--- config.mk ---
export PLATFORM = sky130hd
export DESIGN_NAME = multicycle_main_fsm
export DESIGN_NICKNAME = d
export VERILOG_FILES = /design/src/rtl/multicycle_main_fsm.sv
export SDC_FILE = /design/constraint.sdc
export NUM_CORES = 1
export LEC_CHECK = 0
export BUFFER_PORTS_ARGS = -buffer_cell sky130_fd_sc_hd__buf_4
export CORE_ASPECT_RATIO = 1.2
export CORE_UTILIZATION = 52
export DETAILED_ROUTE_END_ITERATION = 10
export HOLD_SLACK_MARGIN = 0.03
export PLACE_DENSITY = 0.79
export SLEW_MARGIN = 10
export SYNTH_ARGS = -nofsm -noshare
export SYNTH_HDL_FRONTEND = slang
export SYNTH_SLANG_ARGS = --single-unit
export TNS_END_PERCENT = 50
--- constraint.sdc ---
create_clock -name i_clk -period 5.3 [get_ports i_clk]
set_input_delay 1.06 -clock i_clk [delete_from_list [all_inputs] [get_ports i_clk]]
set_output_delay 1.06 -clock i_clk [all_outputs]
set_load 0.02 [all_outputs]
--- src/rtl/multicycle_main_fsm.sv ---
// Multi-cycle RV32I main control FSM: sequences fetch/decode/execute/
// memory/writeback, stalls on mem_ready, flags illegal opcodes.
//
// Ports:
//   i_clk, i_rst            clock, synchronous active-high reset
//   i_opcode                instr[6:0] from the instruction register
//   i_zero                  ALU zero flag (beq)
//   i_mem_ready             memory completes the access this cycle
//   o_mem_req ... o_imm_src datapath control strobes and mux selects
//   o_illegal               sticky illegal-opcode flag
//   o_instr_retired         retired instruction count (wraps)
module multicycle_main_fsm #(
  parameter int CNT_W    = 32,
  parameter int MEM_WAIT = 1,
  parameter int EN_JAL   = 1,
  parameter int EN_LUI   = 1
) (
  input  logic             i_clk,
  input  logic             i_rst,
  input  logic [6:0]       i_opcode,
  input  logic             i_zero,
  input  logic             i_mem_ready,
  output logic             o_mem_req,
  output logic             o_pc_write,
  output logic             o_adr_src,
  output logic             o_mem_write,
  output logic             o_ir_write,
  output logic             o_reg_write,
  output logic [1:0]       o_result_src,
  output logic [1:0]       o_alu_src_a,
  output logic [1:0]       o_alu_src_b,
  output logic [1:0]       o_alu_op,
  output logic [2:0]       o_imm_src,
  output logic             o_illegal,
  output logic [CNT_W-1:0] o_instr_retired
);

  localparam logic [6:0] OP_LW  = 7'b0000011;
  localparam logic [6:0] OP_SW  = 7'b0100011;
  localparam logic [6:0] OP_R   = 7'b0110011;
  localparam logic [6:0] OP_I   = 7'b0010011;
  localparam logic [6:0] OP_BEQ = 7'b1100011;
  localparam logic [6:0] OP_JAL = 7'b1101111;
  localparam logic [6:0] OP_LUI = 7'b0110111;

  localparam logic [CNT_W-1:0] L_ONE = {{(CNT_W-1){1'b0}}, 1'b1};

  typedef enum logic [3:0] {
    S_FETCH, S_DECODE, S_MEMADR, S_MEMREAD, S_MEMWB,
    S_MEMWRITE, S_EXECR, S_EXECI, S_ALUWB, S_BEQ,
    S_JAL, S_LUI, S_TRAP
  } state_t;

  state_t           r_state;
  state_t           w_next;
  logic             r_illegal;
  logic [CNT_W-1:0] r_cnt;

  logic       w_rdy;
  logic       w_retire;
  logic       w_pc_update;
  logic       w_branch;
  logic       w_mem_req;
  logic       w_adr_src;
  logic       w_mem_write;
  logic       w_ir_write;
  logic       w_reg_write;
  logic [1:0] w_result_src;
  logic [1:0] w_alu_src_a;
  logic [1:0] w_alu_src_b;
  logic [1:0] w_alu_op;
  logic [2:0] w_imm_src;

  assign w_rdy = (MEM_WAIT != 0) ? i_mem_ready : 1'b1;

  assign w_retire = (r_state == S_MEMWB) ||
                    (r_state == S_ALUWB) ||
                    (r_state == S_BEQ)   ||
                    ((r_state == S_MEMWRITE) && w_rdy);

  always_ff @(posedge i_clk) begin
    if (i_rst) begin
      r_state <= S_FETCH;
    end else begin
      r_state <= w_next;
    end
  end

  always_ff @(posedge i_clk) begin
    if (i_rst) begin
      r_illegal <= 1'b0;
      r_cnt     <= '0;
    end else begin
      if (w_next == S_TRAP) r_illegal <= 1'b1;
      if (w_retire)         r_cnt     <= r_cnt + L_ONE;
    end
  end

  always_comb begin
    w_next = r_state;
    unique case (r_state)
      S_FETCH:    if (w_rdy) w_next = S_DECODE;
      S_DECODE: begin
        case (i_opcode)
          OP_LW, OP_SW: w_next = S_MEMADR;
          OP_R:         w_next = S_EXECR;
          OP_I:         w_next = S_EXECI;
          OP_BEQ:       w_next = S_BEQ;
          OP_JAL:       w_next = (EN_JAL != 0) ? S_JAL : S_TRAP;
          OP_LUI:       w_next = (EN_LUI != 0) ? S_LUI : S_TRAP;
          default:      w_next = S_TRAP;
        endcase
      end
      S_MEMADR:
        w_next = (i_opcode == OP_SW) ? S_MEMWRITE : S_MEMREAD;
      S_MEMREAD:  if (w_rdy) w_next = S_MEMWB;
      S_MEMWB:    w_next = S_FETCH;
      S_MEMWRITE: if (w_rdy) w_next = S_FETCH;
      S_EXECR:    w_next = S_ALUWB;
      S_EXECI:    w_next = S_ALUWB;
      S_ALUWB:    w_next = S_FETCH;
      S_BEQ:      w_next = S_FETCH;
      S_JAL:      w_next = S_ALUWB;
      S_LUI:      w_next = S_ALUWB;
      S_TRAP:     w_next = S_TRAP;
      default:    w_next = S_FETCH;
    endcase
  end

  always_comb begin
    w_pc_update  = 1'b0;
    w_branch     = 1'b0;
    w_mem_req    = 1'b0;
    w_adr_src    = 1'b0;
    w_mem_write  = 1'b0;
    w_ir_write   = 1'b0;
    w_reg_write  = 1'b0;
    w_result_src = 2'b00;
    w_alu_src_a  = 2'b00;
    w_alu_src_b  = 2'b00;
    w_alu_op     = 2'b00;
    unique case (r_state)
      S_FETCH: begin
        w_mem_req    = 1'b1;
        w_alu_src_b  = 2'b10;
        w_result_src = 2'b10;
        w_ir_write   = w_rdy;
        w_pc_update  = w_rdy;
      end
      S_DECODE: begin
        w_alu_src_a = 2'b01;
        w_alu_src_b = 2'b01;
      end
      S_MEMADR: begin
        w_alu_src_a = 2'b10;
        w_alu_src_b = 2'b01;
      end
      S_MEMREAD: begin
        w_mem_req = 1'b1;
        w_adr_src = 1'b1;
      end
      S_MEMWB: begin
        w_result_src = 2'b01;
        w_reg_write  = 1'b1;
      end
      S_MEMWRITE: begin
        w_mem_req   = 1'b1;
        w_adr_src   = 1'b1;
        w_mem_write = 1'b1;
      end
      S_EXECR: begin
        w_alu_src_a = 2'b10;
        w_alu_op    = 2'b10;
      end
      S_EXECI: begin
        w_alu_src_a = 2'b10;
        w_alu_src_b = 2'b01;
        w_alu_op    = 2'b10;
      end
      S_ALUWB: w_reg_write = 1'b1;
      S_BEQ: begin
        w_alu_src_a = 2'b10;
        w_alu_op    = 2'b01;
        w_branch    = 1'b1;
      end
      S_JAL: begin
        w_alu_src_a = 2'b01;
        w_alu_src_b = 2'b10;
        w_pc_update = 1'b1;
      end
      S_LUI: begin
        w_alu_src_a = 2'b11;
        w_alu_src_b = 2'b01;
      end
      default: ;
    endcase
  end

  always_comb begin
    case (i_opcode)
      OP_SW:   w_imm_src = 3'b001;
      OP_BEQ:  w_imm_src = 3'b010;
      OP_JAL:  w_imm_src = 3'b011;
      OP_LUI:  w_imm_src = 3'b100;
      default: w_imm_src = 3'b000;
    endcase
  end

  // Reset forces every output low combinationally, so a pending
  // store strobe is withdrawn in the same cycle reset rises.
  assign o_mem_req       = w_mem_req   & ~i_rst;
  assign o_pc_write      = (w_pc_update | (w_branch & i_zero)) & ~i_rst;
  assign o_adr_src       = w_adr_src   & ~i_rst;
  assign o_mem_write     = w_mem_write & ~i_rst;
  assign o_ir_write      = w_ir_write  & ~i_rst;
  assign o_reg_write     = w_reg_write & ~i_rst;
  assign o_result_src    = i_rst ? 2'b00 : w_result_src;
  assign o_alu_src_a     = i_rst ? 2'b00 : w_alu_src_a;
  assign o_alu_src_b     = i_rst ? 2'b00 : w_alu_src_b;
  assign o_alu_op        = i_rst ? 2'b00 : w_alu_op;
  assign o_imm_src       = i_rst ? 3'b000 : w_imm_src;
  assign o_illegal       = r_illegal & ~i_rst;
  assign o_instr_retired = i_rst ? '0 : r_cnt;

endmodule

==> results.sh <==
export IMPL_status="completed"
export IMPL_setup_violations=0
export IMPL_worstPathRequired_ns=4.24
export IMPL_utilization_pct=67.0
export IMPL_worst_pin_slew_ns=0.898
export IMPL_crit_path_frequent_cell="buf_4"
export IMPL_slowest_delay_ns=0.47
export IMPL_syn_inst=309
export IMPL_worstPathCellList="buf_4, nor4b_1, and2_1, o21bai_1, buf_4"
export IMPL_gp_congestion=0.777
export IMPL_postCtsSetupRepairBufs=0
export IMPL_synth_area_leader_cell="dfxtp_1"
export IMPL_grt_pass1_vias=2078
export IMPL_synth_top_area_share_pct=31.1
export IMPL_preCtsSetupSlack_ns=1.88
export IMPL_reg2reg_depth=5
export IMPL_timing_critical_path_buf_inv=2
export IMPL_synth_fp_nets=321
export IMPL_portBuffers=60
export IMPL_antenna_cells=0
export IMPL_yosysUniqueCellTypes=41
export IMPL_synth_main_ff_cell="dfxtp_1"
export IMPL_fmax_mhz=292
export IMPL_max_slew_margin_rel_pct=40.0
export IMPL_drtAntennaViolNets=0
export IMPL_insertion_delay_ns=0.28
export IMPL_synth_async_sr_flop_share_pct=0
export IMPL_timing_rr_end="r_cnt[21]"
export IMPL_cp_start_kind="primary input"
export IMPL_p_leak_uw=0.00115
export IMPL_cp_data_arrival_time_ns=2.37
export IMPL_path_max_fanout=83
export IMPL_root_buffer="clkbuf_8"
export IMPL_fin_setup_tns_ns=0
export IMPL_min_period_ns=3.43
export IMPL_io_pins=61
export IMPL_die_h_um=76.2
export IMPL_ir_worst_vdd_v=0.000240
export IMPL_first_pass_iters=4
export IMPL_fin_skew_ns=0.00241
export IMPL_grt_max_degree=84
export IMPL_grtUsageTotal_pct=21.9
export IMPL_drt_first_iter_violations=160
export IMPL_holdWs_ns=0.474
export IMPL_r2r_start="r_state[2]"
export IMPL_synth_seq_area_share_pct=31.1
export IMPL_placement_rows=26
export IMPL_yosysMostFrequentCell="nor2_1"
export IMPL_holdBufCountCts=0
export IMPL_post_cts_resized=0
export IMPL_vias=2287
export IMPL_multiInputGateArea_mm2=0.00154
export IMPL_period_share_pct=64.7
export IMPL_htreeDepth=2
export IMPL_die_area_mm2=0.00486
export IMPL_cts_tree="done"
export IMPL_min_to="r_illegal"
export IMPL_syn_avg_cell_area_um2=7.72
export IMPL_ff2ff_setup_slack_ns=2.65
export IMPL_area_growth_pct=21.5
export IMPL_start_util_pct=55.1
export IMPL_crit_type="in2out"
export IMPL_avgRoutedWirePerCell_um=12.4
export IMPL_cpMaxStageDelayCell="nor4b_1"
export IMPL_grt_antenna_before_repair=0
export IMPL_fin_ws_ns=1.87
export IMPL_min_path_cells=2
export IMPL_dp_hpwl_mm=3.60
export IMPL_critical_path_startpoint="i_rst"
export IMPL_synth_area_leaders="dfxtp_1 (31%), nor2b_1 (10%), mux2_2 (7.1%)"
export IMPL_critPathTopFamily="simple AND/OR/NAND/NOR gates"
export IMPL_cts_buffers=5
export IMPL_synth_warnings=0
export IMPL_end_kind="output port"
export IMPL_drc_errors=0
export IMPL_clk_pin_slew_ns=0.07
export IMPL_max_cap_violations=0
export IMPL_fin_nets=367
export IMPL_cellPowerDensity_mw_per_mm2=191
export IMPL_viasPerCell=5.55
export IMPL_grt_pass1_wl_mm=8.87
export IMPL_fillers=406
export IMPL_power_uw=553
export IMPL_slew_violations=0
export IMPL_clkSinkCount=37
export IMPL_coreArea_mm2=0.00433
export IMPL_worstHoldStart="r_illegal"
export IMPL_final_layout_size_suffix_gt1_share_pct=24.4
export IMPL_hold_path_class="reg2reg"
export IMPL_overflow=0
export IMPL_die_w_um=63.8
export IMPL_ys_seq_elements=37
export IMPL_hold_violations=0
export IMPL_yosys_top_cells_count="nor2_1 (41), nor2b_1 (39), dfxtp_1 (37)"
export IMPL_rsz0062_at_grt="no"
export IMPL_cts_max_path_buffers=2
export IMPL_synth_edff_count=0
export IMPL_syn_area_mm2=0.00238
export IMPL_seq_area_um2=741
export IMPL_routed_wl_mm=5.10
cell families after synthesis:
logic type	Yosys count	share of synthesized area [%]
multiplexers	22	10.2
XOR/XNOR	11	4.04
flip-flops	37	31.1
AND/OR/NAND/NOR	176	40.0
buffers and inverters	24	4.41
adder cells (fa/ha/maj)	1	0.525
AO/OA/AOI/OAI	38	9.76
metrics by stage:
stage | area, µm² | instances
global route | 2900 | 412
detailed placement | 2810 | 404
finish | 2900 | 412
global placement | 2810 | 404
CTS | 2900 | 412
floorplan | 2380 | 309
worst min-delay path: stages (launching register included):
cell and delay [ns]:
dfxtp_1 0.30, inv_1 0.06, o32ai_1 0.07
state kept, by name, indices dropped and copies added, names as in the netlist:
| name | flops |
|---|---|
| r_state | 4 |
| r_cnt | 32 |
| r_illegal | 1 |
cells in the final DEF, fill, tap and decap left out, drive strengths merged, types with 2 or more instances in the layout:
cell and count:
a2111oi 2, a211oi 3, a21oi 15, and2 2, and3 7, and4 3
buf 60, clkbuf 5, clkinv 2, dfxtp 37, inv 3, mux2 18
mux2i 4, nand2 23, nand2b 5, nand3 7, nand4 11, nor2 41
nor2b 39, nor3 12, nor3b 4, nor4 7, nor4b 3, o21ai 9
o21bai 2, o32ai 3, or3 7, xnor2 10
metal layers:
metal  vias up  GRT usage, %  share of wire (%)
met5         -             0                  0
li1       1170             -                  -
met1      1053          26.0                 44
met3         5          3.14                4.4
met4         0          6.82                1.1
met2        59          39.7                 50
power breakdown:
part	total [µW]	switching, µW	leakage (µW)	internal [µW]
Combinational	75.0	44.0	0.000812	31.0
Sequential	289	7.73	0.000298	281
Clock	189	98.7	0.0000439	90.6
Total	553	150	0.00115	403
worst max path at each step:
stage / depth (start not counted) / slack [ns] / endpoint
6_report: 5 / 1.87 / o_pc_write
5_1_grt: 5 / 1.74 / o_pc_write
4_1_cts: 5 / 1.87 / o_pc_write
3_5_place_dp: 5 / 1.88 / o_pc_write
3_3_place_gp: 5 / 1.92 / o_pc_write
2_1_floorplan: 3 / 1.51 / o_imm_src[0]
final cells by class:
class / count / share of cell area (%)
multi-input combinational: 248 / 53.1
timing repair buffer: 60 / 15.5
tap: 56 / 2.42
clock buffer: 5 / 2.37
clock inverter: 3 / 0.604
inverter: 3 / 0.389
sequential: 37 / 25.6
Power figures use the tool's default switching activity.
